===== config.mk =====
export PLATFORM = sky130hd
export DESIGN_NAME = mips_multicycle_ctrl
export DESIGN_NICKNAME = d
export VERILOG_FILES = /design/src/rtl/mips_ctrl_pkg.sv /design/src/rtl/mips_aludec.sv /design/src/rtl/mips_multicycle_ctrl.sv
export SDC_FILE = /design/constraint.sdc
export NUM_CORES = 1
export LEC_CHECK = 0
export CELL_PAD_IN_SITES_DETAIL_PLACEMENT = 2
export CELL_PAD_IN_SITES_GLOBAL_PLACEMENT = 2
export CORE_ASPECT_RATIO = 1.75
export CORE_MARGIN = 5
export CORE_UTILIZATION = 29
export CTS_BUF_LIST = sky130_fd_sc_hd__clkbuf_4
export DETAILED_ROUTE_END_ITERATION = 8
export GPL_TIMING_DRIVEN = 0
export PLACE_DENSITY_LB_ADDON = 0.1
export SLEW_MARGIN = 25
export SYNTH_ARGS = -nofsm -noshare
export SYNTH_HDL_FRONTEND = slang
export SYNTH_SLANG_ARGS = --single-unit

===== constraint.sdc =====
create_clock -name clk -period 5.3 [get_ports clk]
set_clock_uncertainty 0.1 [all_clocks]
set_input_delay 0.53 -clock clk [delete_from_list [all_inputs] [get_ports clk]]
set_output_delay 0.53 -clock clk [all_outputs]
set_load 0.01 [all_outputs]

===== src/rtl/mips_ctrl_pkg.sv =====
// Shared opcode/funct codes, ALU encodings, FSM states and the per-state
// control word for the multicycle MIPS controller.
package mips_ctrl_pkg;

  localparam logic [5:0] OP_RTYPE = 6'h00;
  localparam logic [5:0] OP_J     = 6'h02;
  localparam logic [5:0] OP_BEQ   = 6'h04;
  localparam logic [5:0] OP_ADDI  = 6'h08;
  localparam logic [5:0] OP_LW    = 6'h23;
  localparam logic [5:0] OP_SW    = 6'h2B;

  localparam logic [5:0] FN_ADD = 6'h20;
  localparam logic [5:0] FN_SUB = 6'h22;
  localparam logic [5:0] FN_AND = 6'h24;
  localparam logic [5:0] FN_OR  = 6'h25;
  localparam logic [5:0] FN_SLT = 6'h2A;

  typedef logic [1:0] aluop_t;
  localparam aluop_t ALUOP_ADD   = 2'b00;
  localparam aluop_t ALUOP_SUB   = 2'b01;
  localparam aluop_t ALUOP_FUNCT = 2'b10;

  localparam logic [2:0] ALU_ADD = 3'b010;
  localparam logic [2:0] ALU_SUB = 3'b110;
  localparam logic [2:0] ALU_AND = 3'b000;
  localparam logic [2:0] ALU_OR  = 3'b001;
  localparam logic [2:0] ALU_SLT = 3'b111;

  typedef enum logic [3:0] {
    FETCH, DECODE, MEMADR, MEMREAD, MEMWB, MEMWRITE,
    EXECUTE, ALUWB, BRANCH, ADDIEX, ADDIWB, JUMP
  } state_t;

  typedef struct packed {
    logic       memReq;
    logic       memWrite;
    logic       irWrite;
    logic       pcWrite;
    logic       regWrite;
    logic       branch;
    logic       iord;
    logic       regDst;
    logic       memToReg;
    logic       aluSrcA;
    logic [1:0] aluSrcB;
    logic [1:0] pcSrc;
    aluop_t     aluOp;
  } ctrl_t;

  // Moore decode: the control word each state presents before any gating.
  function automatic ctrl_t stateCtrl(input state_t s);
    ctrl_t c;
    c = '0;
    case (s)
      FETCH:    begin c.memReq = 1'b1; c.irWrite = 1'b1; c.pcWrite = 1'b1; c.aluSrcB = 2'b01; end
      DECODE:   c.aluSrcB = 2'b11;
      MEMADR:   begin c.aluSrcA = 1'b1; c.aluSrcB = 2'b10; end
      MEMREAD:  begin c.iord = 1'b1; c.memReq = 1'b1; end
      MEMWB:    begin c.memToReg = 1'b1; c.regWrite = 1'b1; end
      MEMWRITE: begin c.iord = 1'b1; c.memReq = 1'b1; c.memWrite = 1'b1; end
      EXECUTE:  begin c.aluSrcA = 1'b1; c.aluOp = ALUOP_FUNCT; end
      ALUWB:    begin c.regDst = 1'b1; c.regWrite = 1'b1; end
      BRANCH:   begin c.aluSrcA = 1'b1; c.aluOp = ALUOP_SUB; c.pcSrc = 2'b01; c.branch = 1'b1; end
      ADDIEX:   begin c.aluSrcA = 1'b1; c.aluSrcB = 2'b10; end
      ADDIWB:   c.regWrite = 1'b1;
      JUMP:     begin c.pcSrc = 2'b10; c.pcWrite = 1'b1; end
      default:  c = '0;
    endcase
    return c;
  endfunction

endpackage


===== src/rtl/mips_aludec.sv =====
// Combinational ALU decoder: picks the ALU operation from aluop and,
// for R-type instructions, from the funct field.
module mips_aludec
  import mips_ctrl_pkg::*;
(
  input  logic [1:0] aluop_i,
  input  logic [5:0] funct_i,
  output logic [2:0] alucontrol_o
);

  always_comb begin
    alucontrol_o = ALU_ADD;
    case (aluop_i)
      ALUOP_SUB: alucontrol_o = ALU_SUB;
      ALUOP_FUNCT: begin
        case (funct_i)
          FN_ADD:  alucontrol_o = ALU_ADD;
          FN_SUB:  alucontrol_o = ALU_SUB;
          FN_AND:  alucontrol_o = ALU_AND;
          FN_OR:   alucontrol_o = ALU_OR;
          FN_SLT:  alucontrol_o = ALU_SLT;
          default: alucontrol_o = ALU_ADD;
        endcase
      end
      default: alucontrol_o = ALU_ADD;
    endcase
  end

endmodule


===== src/rtl/mips_multicycle_ctrl.sv =====
// Multicycle MIPS main controller: sequences fetch/decode/execute/memory/
// writeback and stalls memory states on the shared-memory ready handshake.
module mips_multicycle_ctrl
  import mips_ctrl_pkg::*;
#(
  parameter bit WAIT_MEM = 1'b1
) (
  input  logic       clk,
  input  logic       reset,
  input  logic [5:0] op,
  input  logic [5:0] funct,
  input  logic       zero,
  input  logic       mem_ready,
  output logic       mem_req,
  output logic       memwrite,
  output logic       irwrite,
  output logic       pcen,
  output logic       regwrite,
  output logic       iord,
  output logic       regdst,
  output logic       memtoreg,
  output logic       alusrca,
  output logic [1:0] alusrcb,
  output logic [1:0] pcsrc,
  output logic [2:0] alucontrol,
  output logic       illegal_op
);

  state_t state_q, state_d;
  ctrl_t  ctrl_q;
  logic   memReady;
  logic   opSupported;
  logic   pcWriteNow;

  assign memReady = WAIT_MEM ? mem_ready : 1'b1;

  always_comb begin
    opSupported = 1'b1;
    state_d     = state_q;
    case (op)
      OP_LW, OP_SW, OP_RTYPE, OP_BEQ, OP_ADDI, OP_J: opSupported = 1'b1;
      default:                                       opSupported = 1'b0;
    endcase
    case (state_q)
      FETCH:    state_d = memReady ? DECODE : FETCH;
      DECODE: begin
        case (op)
          OP_LW, OP_SW: state_d = MEMADR;
          OP_RTYPE:     state_d = EXECUTE;
          OP_BEQ:       state_d = BRANCH;
          OP_ADDI:      state_d = ADDIEX;
          OP_J:         state_d = JUMP;
          default:      state_d = FETCH;
        endcase
      end
      MEMADR:   state_d = (op == OP_SW) ? MEMWRITE : MEMREAD;
      MEMREAD:  state_d = memReady ? MEMWB : MEMREAD;
      MEMWRITE: state_d = memReady ? FETCH : MEMWRITE;
      EXECUTE:  state_d = ALUWB;
      ADDIEX:   state_d = ADDIWB;
      default:  state_d = FETCH;
    endcase
  end

  // The control word is registered alongside the state it belongs to.
  always_ff @(posedge clk) begin
    if (!reset) begin
      state_q <= FETCH;
      ctrl_q  <= stateCtrl(FETCH);
    end else begin
      state_q <= state_d;
      ctrl_q  <= stateCtrl(state_d);
    end
  end

  // Only the fetch PC increment waits on memory; the jump write does not.
  assign pcWriteNow = ctrl_q.pcWrite & (~ctrl_q.irWrite | memReady);

  assign mem_req    = reset & ctrl_q.memReq;
  assign memwrite   = reset & ctrl_q.memWrite;
  assign irwrite    = reset & ctrl_q.irWrite & memReady;
  assign pcen       = reset & (pcWriteNow | (ctrl_q.branch & zero));
  assign regwrite   = reset & ctrl_q.regWrite;
  assign iord       = ctrl_q.iord;
  assign regdst     = ctrl_q.regDst;
  assign memtoreg   = ctrl_q.memToReg;
  assign alusrca    = ctrl_q.aluSrcA;
  assign alusrcb    = ctrl_q.aluSrcB;
  assign pcsrc      = ctrl_q.pcSrc;
  assign illegal_op = reset & (state_q == DECODE) & ~opSupported;

  mips_aludec u_aludec (
    .aluop_i      (ctrl_q.aluOp),
    .funct_i      (funct),
    .alucontrol_o (alucontrol)
  );

endmodule


==> flow_summary.ini, run 1 <==
[setup_path]
crit_arrival_ns = 2.50
worstSetupEndpointType = output port
cp_max_fo = 5
cp-start-kind = input pin
crit-reg2reg-launch = state_q[3]
reg2regPathDepth = 8
worst_ep_required_time_ns = 4.67
rr_endpoint = regdst
reg2reg_slack_ns = 2.79
crit_type = input pin to output port

[sta]
relSlewSlack_pct = 47.8
setup_viol = 0
slew_viol_final = 0
finalSetupTns_ns = 0
fmax_mhz = 320
rsz0062_at_grt = no
min_period_ns = 3.13
worst_pin_slew_ns = 0.779
fin_crit_sh_pct = 59.0
finalHoldViolCount = 0

[worst_hold_path]
holdPathStages = 4
holdCritStartpoint = state_q[2]
min_delay_worst_endpoint = ctrl_q[11]
worstHoldPathType = flip-flop to flip-flop

[layout]
final_nets = 175
layout_commonest_cell = clkdlybuf4s50_1
nFillCells = 396
areaGrowthSynthToFinish_pct = 38.9
multi_input_area_um2 = 564
diodes = 0
seq_area_um2 = 360
mostFrequentLayoutCells = 32 x clkdlybuf4s50_1, 18 x dfxtp_1, 9 x inv_1, 8 x nand2_1, 7 x nor3_1
final_area_um2 = 1430
drive_gt1_share_pct = 9.68

[clock_tree]
post_cts_buffers = 0
htreeDepth = 1
cts_buffers = 3
cts_hold_buf = 0
root_buffer = clkbuf_4
cts_tree = yes
clk_pin_slew_ns = 0.10
cts_resized = 0
cts.sinks = 18
worstSkewPairLatency_ns = 0.30
cts_buffer_depth = 2

[logic_synthesis]
synth.largest_area_cell = dfxtp_1
yosysUniqueCellTypes = 40
synth_area_leaders = dfxtp_1 35%, nor3b_1 4.4%, buf_4 3.7%
dominantRegCellSynth = dfxtp_1
syn_inst = 120
synth.top_cell.area_share_pct = 35.1
synth_area_um2 = 1030
yosysWarnings = 0
avgSynthCellArea_um2 = 8.55
yosysSeqAreaShare_pct = 35.1
synth_edf_count = 0
syn_nets = 138
async_flop_share_pct = 0
synth-seq-cells = 18

[status]
outcome = finished clean

[placement]
gp_congestion = 0.692
port-buffer-count = 32
dp_hpwl_mm = 2.67
placed_cell_area_um2 = 1400

[global_routing]
grt_overflow_total = 0
antenna_found_initial = 0
grt_start_max_net_pins = 11
grt_pass1_vias = 1157
track_usage_pct = 15.1
grt_pass1_wl_mm = 5.38

[die]
die_w_um = 55.0
die_y_um = 88.7
core-area_um2 = 3400
io_pins = 33
rows = 28
initial_core_util_pct = 30.2
die_area_um2 = 4870

[route]
drtIter0Drc = 17
drt-total-wl_mm = 3.24
num_vias = 1017
ant_nets = 0
via_per_inst = 5.09
dr.pass1.iters = 4
drc_errors = 0
routedWlPerCell_um = 16.2

[job]
maxCapViolCount = 0

[power]
irDropWorstVdd_mv = 0.0828
total_leakage_power_nw = 0.538
powerDensity_nw_per_um2 = 191
==> metal layers <==
layer | GRT usage (%) | wire (um)
met1 | 13.8 | 1110
met2 | 31.0 | 1970
met3 | 0.675 | 96
met4 | 6.64 | 53
met5 | 0 | 0
==> layout make-up <==
class | count | share of cell area, %
repair buffers | 32 | 22.5
inverters | 9 | 2.37
clock buffers | 3 | 1.58
multi-input cells | 84 | 39.6
well taps | 45 | 3.95
flip-flops and latches | 18 | 25.3
plain buffers | 9 | 4.74
==> cells by family after synthesis <==
| family | count (synthesis) | share of synthesized area (%) |
|---|---|---|
| xor gates and xnor gates | 4 | 3.42 |
| AOI/OAI and AO/OA | 25 | 16.2 |
| DFF | 18 | 35.1 |
| buffers and inverters | 18 | 9.88 |
| adders and majority gates | 2 | 2.44 |
| and+or+nand+nor | 53 | 32.9 |
==> worst max-delay path by stage <==
stage               start    endpoint  slack [ns]
detailed placement  op[1]  illegal_op        2.19
floorplan           op[5]  ctrl_q[11]        3.24
CTS                 op[1]  illegal_op        2.18
finish              op[1]  illegal_op        2.17
global placement    op[1]  illegal_op        2.23
global route        op[0]  illegal_op        1.97
==> cells in the mapped netlist (3+ instances only) <==
master,instances
dfxtp_1,18
inv_1,9
nand2_1,8
nor3_1,7
a21oi_1,6
nor2_1,6
nor3b_1,6
and3_1,5
buf_4,5
o21ai_0,5
and2_1,4
nand3b_1,3
xnor2_1,3
==> critical path, cell delays in order <==
cell             delay, ns
clkdlybuf4s50_1       0.50
nor4_1                0.49
nor2_1                0.09
o311ai_0              0.32
nor2_1                0.08
clkdlybuf4s50_1       0.48
==> stage by stage <==
| step | instances | hold WS [ns] | total power, mW | setup WS, ns | utilization (%) |
|---|---|---|---|---|---|
| floorplan | 120 | 0.519 | 0.176 | 3.24 | - |
| global placement | 197 | 0.617 | 0.206 | 2.23 | 41.3 |
| detailed placement | 197 | 0.619 | 0.208 | 2.19 | 41.3 |
| CTS | 200 | 0.631 | 0.275 | 2.18 | 41.9 |
| global route | 200 | 0.693 | 0.286 | 1.97 | 41.9 |
| finish | 200 | 0.645 | 0.272 | 2.17 | 41.9 |
==> sequential cells by signal (all words and copies together), names as in the netlist <==
register  count
pcsrc         2
alusrcb       2
iord          1
alusrca       1
regdst        1
memtoreg      1
state_q       4
ctrl_q        6
==> power by group <==
group          internal [mW]  total [mW]  switching [mW]  leakage (nW)
registers              0.141       0.143         0.00222         0.147
clock network         0.0265      0.0673          0.0408        0.0138
logic                 0.0322      0.0618          0.0296         0.377
total                  0.199       0.272          0.0727         0.538
Note: power is estimated with default switching activity, not from simulation.
==> run 2: changes to the inputs <==
CORE_UTILIZATION = 27   (was 29)
clock period = 3.18 ns   (was 5.3 ns; I/O delays follow)
==> flow_summary.ini, run 2 (synthesis results as in run 1) <==
[placement]
placed_cell_area_um2 = 1400
dp_hpwl_mm = 2.71
port-buffer-count = 32
gp_congestion = 0.720
place_inst = 198

[route]
dr.pass1.iters = 2
routedWlPerCell_um = 16.3
via_per_inst = 5.13
drtIter0Drc = 13
drt-total-wl_mm = 3.27
num_vias = 1031
ant_nets = 0
drc_errors = 0

[clock_tree]
clk_pin_slew_ns = 0.09
worstSkewPairLatency_ns = 0.29
cts_hold_buf = 0
cts_tree = yes
root_buffer = clkbuf_4
cts_resized = 0
post_cts_buffers = 0
cts_buffer_depth = 2
cts_buffers = 3
htreeDepth = 1
cts.sinks = 18

[die]
die_y_um = 91.5
die_area_um2 = 5180
rows = 29
initial_core_util_pct = 28.0
core-area_um2 = 3660
io_pins = 33
die_w_um = 56.6

[power]
internal_power_mw = 0.332
clkPwrFrac_pct = 24.6
power_mw = 0.453
power_frac_seq_pct = 52.7
powerDensity_nw_per_um2 = 317
power_frac_comb_pct = 22.7
total_leakage_power_nw = 0.538
irDropWorstVdd_mv = 0.137
p_switching_mw = 0.120
switching_share_pct = 26.6

[worst_hold_path]
min_delay_worst_endpoint = state_q[3]
holdCritStartpoint = reset
worstHoldPathType = input pin to flip-flop
holdPathStages = 2

[sta]
finalSetupTns_ns = 0
relSlewSlack_pct = 42.0
slew_viol_final = 0
min_period_ns = 2.63
worst_pin_slew_ns = 0.865
rsz0062_at_grt = no
timing.hold.ws_ns = 0.588
fmax_mhz = 380
finalHoldViolCount = 0
fin_crit_sh_pct = 82.7
setup_viol = 0

[global_routing]
grt_start_max_net_pins = 11
grt_overflow_total = 0
antenna_found_initial = 0
track_usage_pct = 13.6
grt_pass1_vias = 1201
grt_pass1_wl_mm = 5.67

[setup_path]
crit-reg2reg-launch = state_q[3]
cp_max_fo = 6
crit_type = input pin to output port
crit_arrival_ns = 2.21
reg2reg_slack_ns = 0.58
critPathTopFamily = buffers and inverters
cp-start-kind = input pin
worst_ep_required_time_ns = 2.76
worstSetupEndpointType = output port
critPathBufInv = 2
slowest_stage = clkdlybuf4s50_1
slowest_delay_ns = 0.53
worstPathCellList = clkdlybuf4s50_1 > nor4_1 > nor2_1 > o311ai_0 > nor2_1 > clkdlybuf4s50_1
reg2regPathDepth = 7
rr_endpoint = ctrl_q[12]

[status]
outcome = finished clean

[job]
maxCapViolCount = 0

[layout]
multi_input_area_um2 = 564
nFillCells = 434
seq_area_um2 = 360
stdcell_count = 201
drive_gt1_share_pct = 9.68
final_nets = 175
areaGrowthSynthToFinish_pct = 39.0
mostFrequentLayoutCells = 32 x clkdlybuf4s50_1, 18 x dfxtp_1, 9 x inv_1, 8 x nand2_1, 7 x nor3_1
top_register = ctrl_q
final_area_um2 = 1430
top_regs = ctrl_q x6, state_q x4
largest_register_ffs = 6
diodes = 0
layout_commonest_cell = clkdlybuf4s50_1
==> run 2: cell counts in the layout (fill, tap and decap cells not counted) <==
No cell type changed its count.
==> run 2: power groups by stage <==
stage	clock, mW	sequential [mW]	combinational, mW
2_1_floorplan	0	0.243	0.0500
3_3_place_gp	0	0.243	0.101
3_5_place_dp	0	0.244	0.104
4_1_cts	0.114	0.239	0.105
5_1_grt	0.126	0.240	0.113
6_report	0.111	0.239	0.103
==> run 2: cell type report <==
type	count	area share, %
flip-flops and latches	18	25.3
clock buffers	3	1.58
well taps	46	4.04
inverters	9	2.37
multi-input cells	84	39.6
plain buffers	9	4.74
repair buffers	32	22.5
==> run 2: through the flow <==
step                setup WS [ns]  util (%)
finish                      0.551      38.9
global route                0.297      38.9
CTS                         0.481      38.9
detailed placement          0.374      38.3
global placement            0.463      38.3
floorplan                    1.24         -
==> run 2: routing by layer <==
metal | part of all wire (%) | vias up | global-route usage [%]
met5 | 0 | - | 0
met4 | 2.3 | 0 | 5.35
met1 | 33 | 506 | 12.6
li1 | - | 496 | -
met3 | 3.7 | 7 | 1.42
met2 | 61 | 22 | 28.3
==> run 2: worst max-delay path by stage <==
stage          startpoint         end  cells past startpoint
2_1_floorplan  state_q[2]  ctrl_q[11]                      8
3_3_place_gp        op[3]  illegal_op                      6
3_5_place_dp        op[1]  ctrl_q[12]                      7
4_1_cts             op[3]  illegal_op                      6
5_1_grt             op[3]  illegal_op                      6
6_report            op[3]  illegal_op                      6
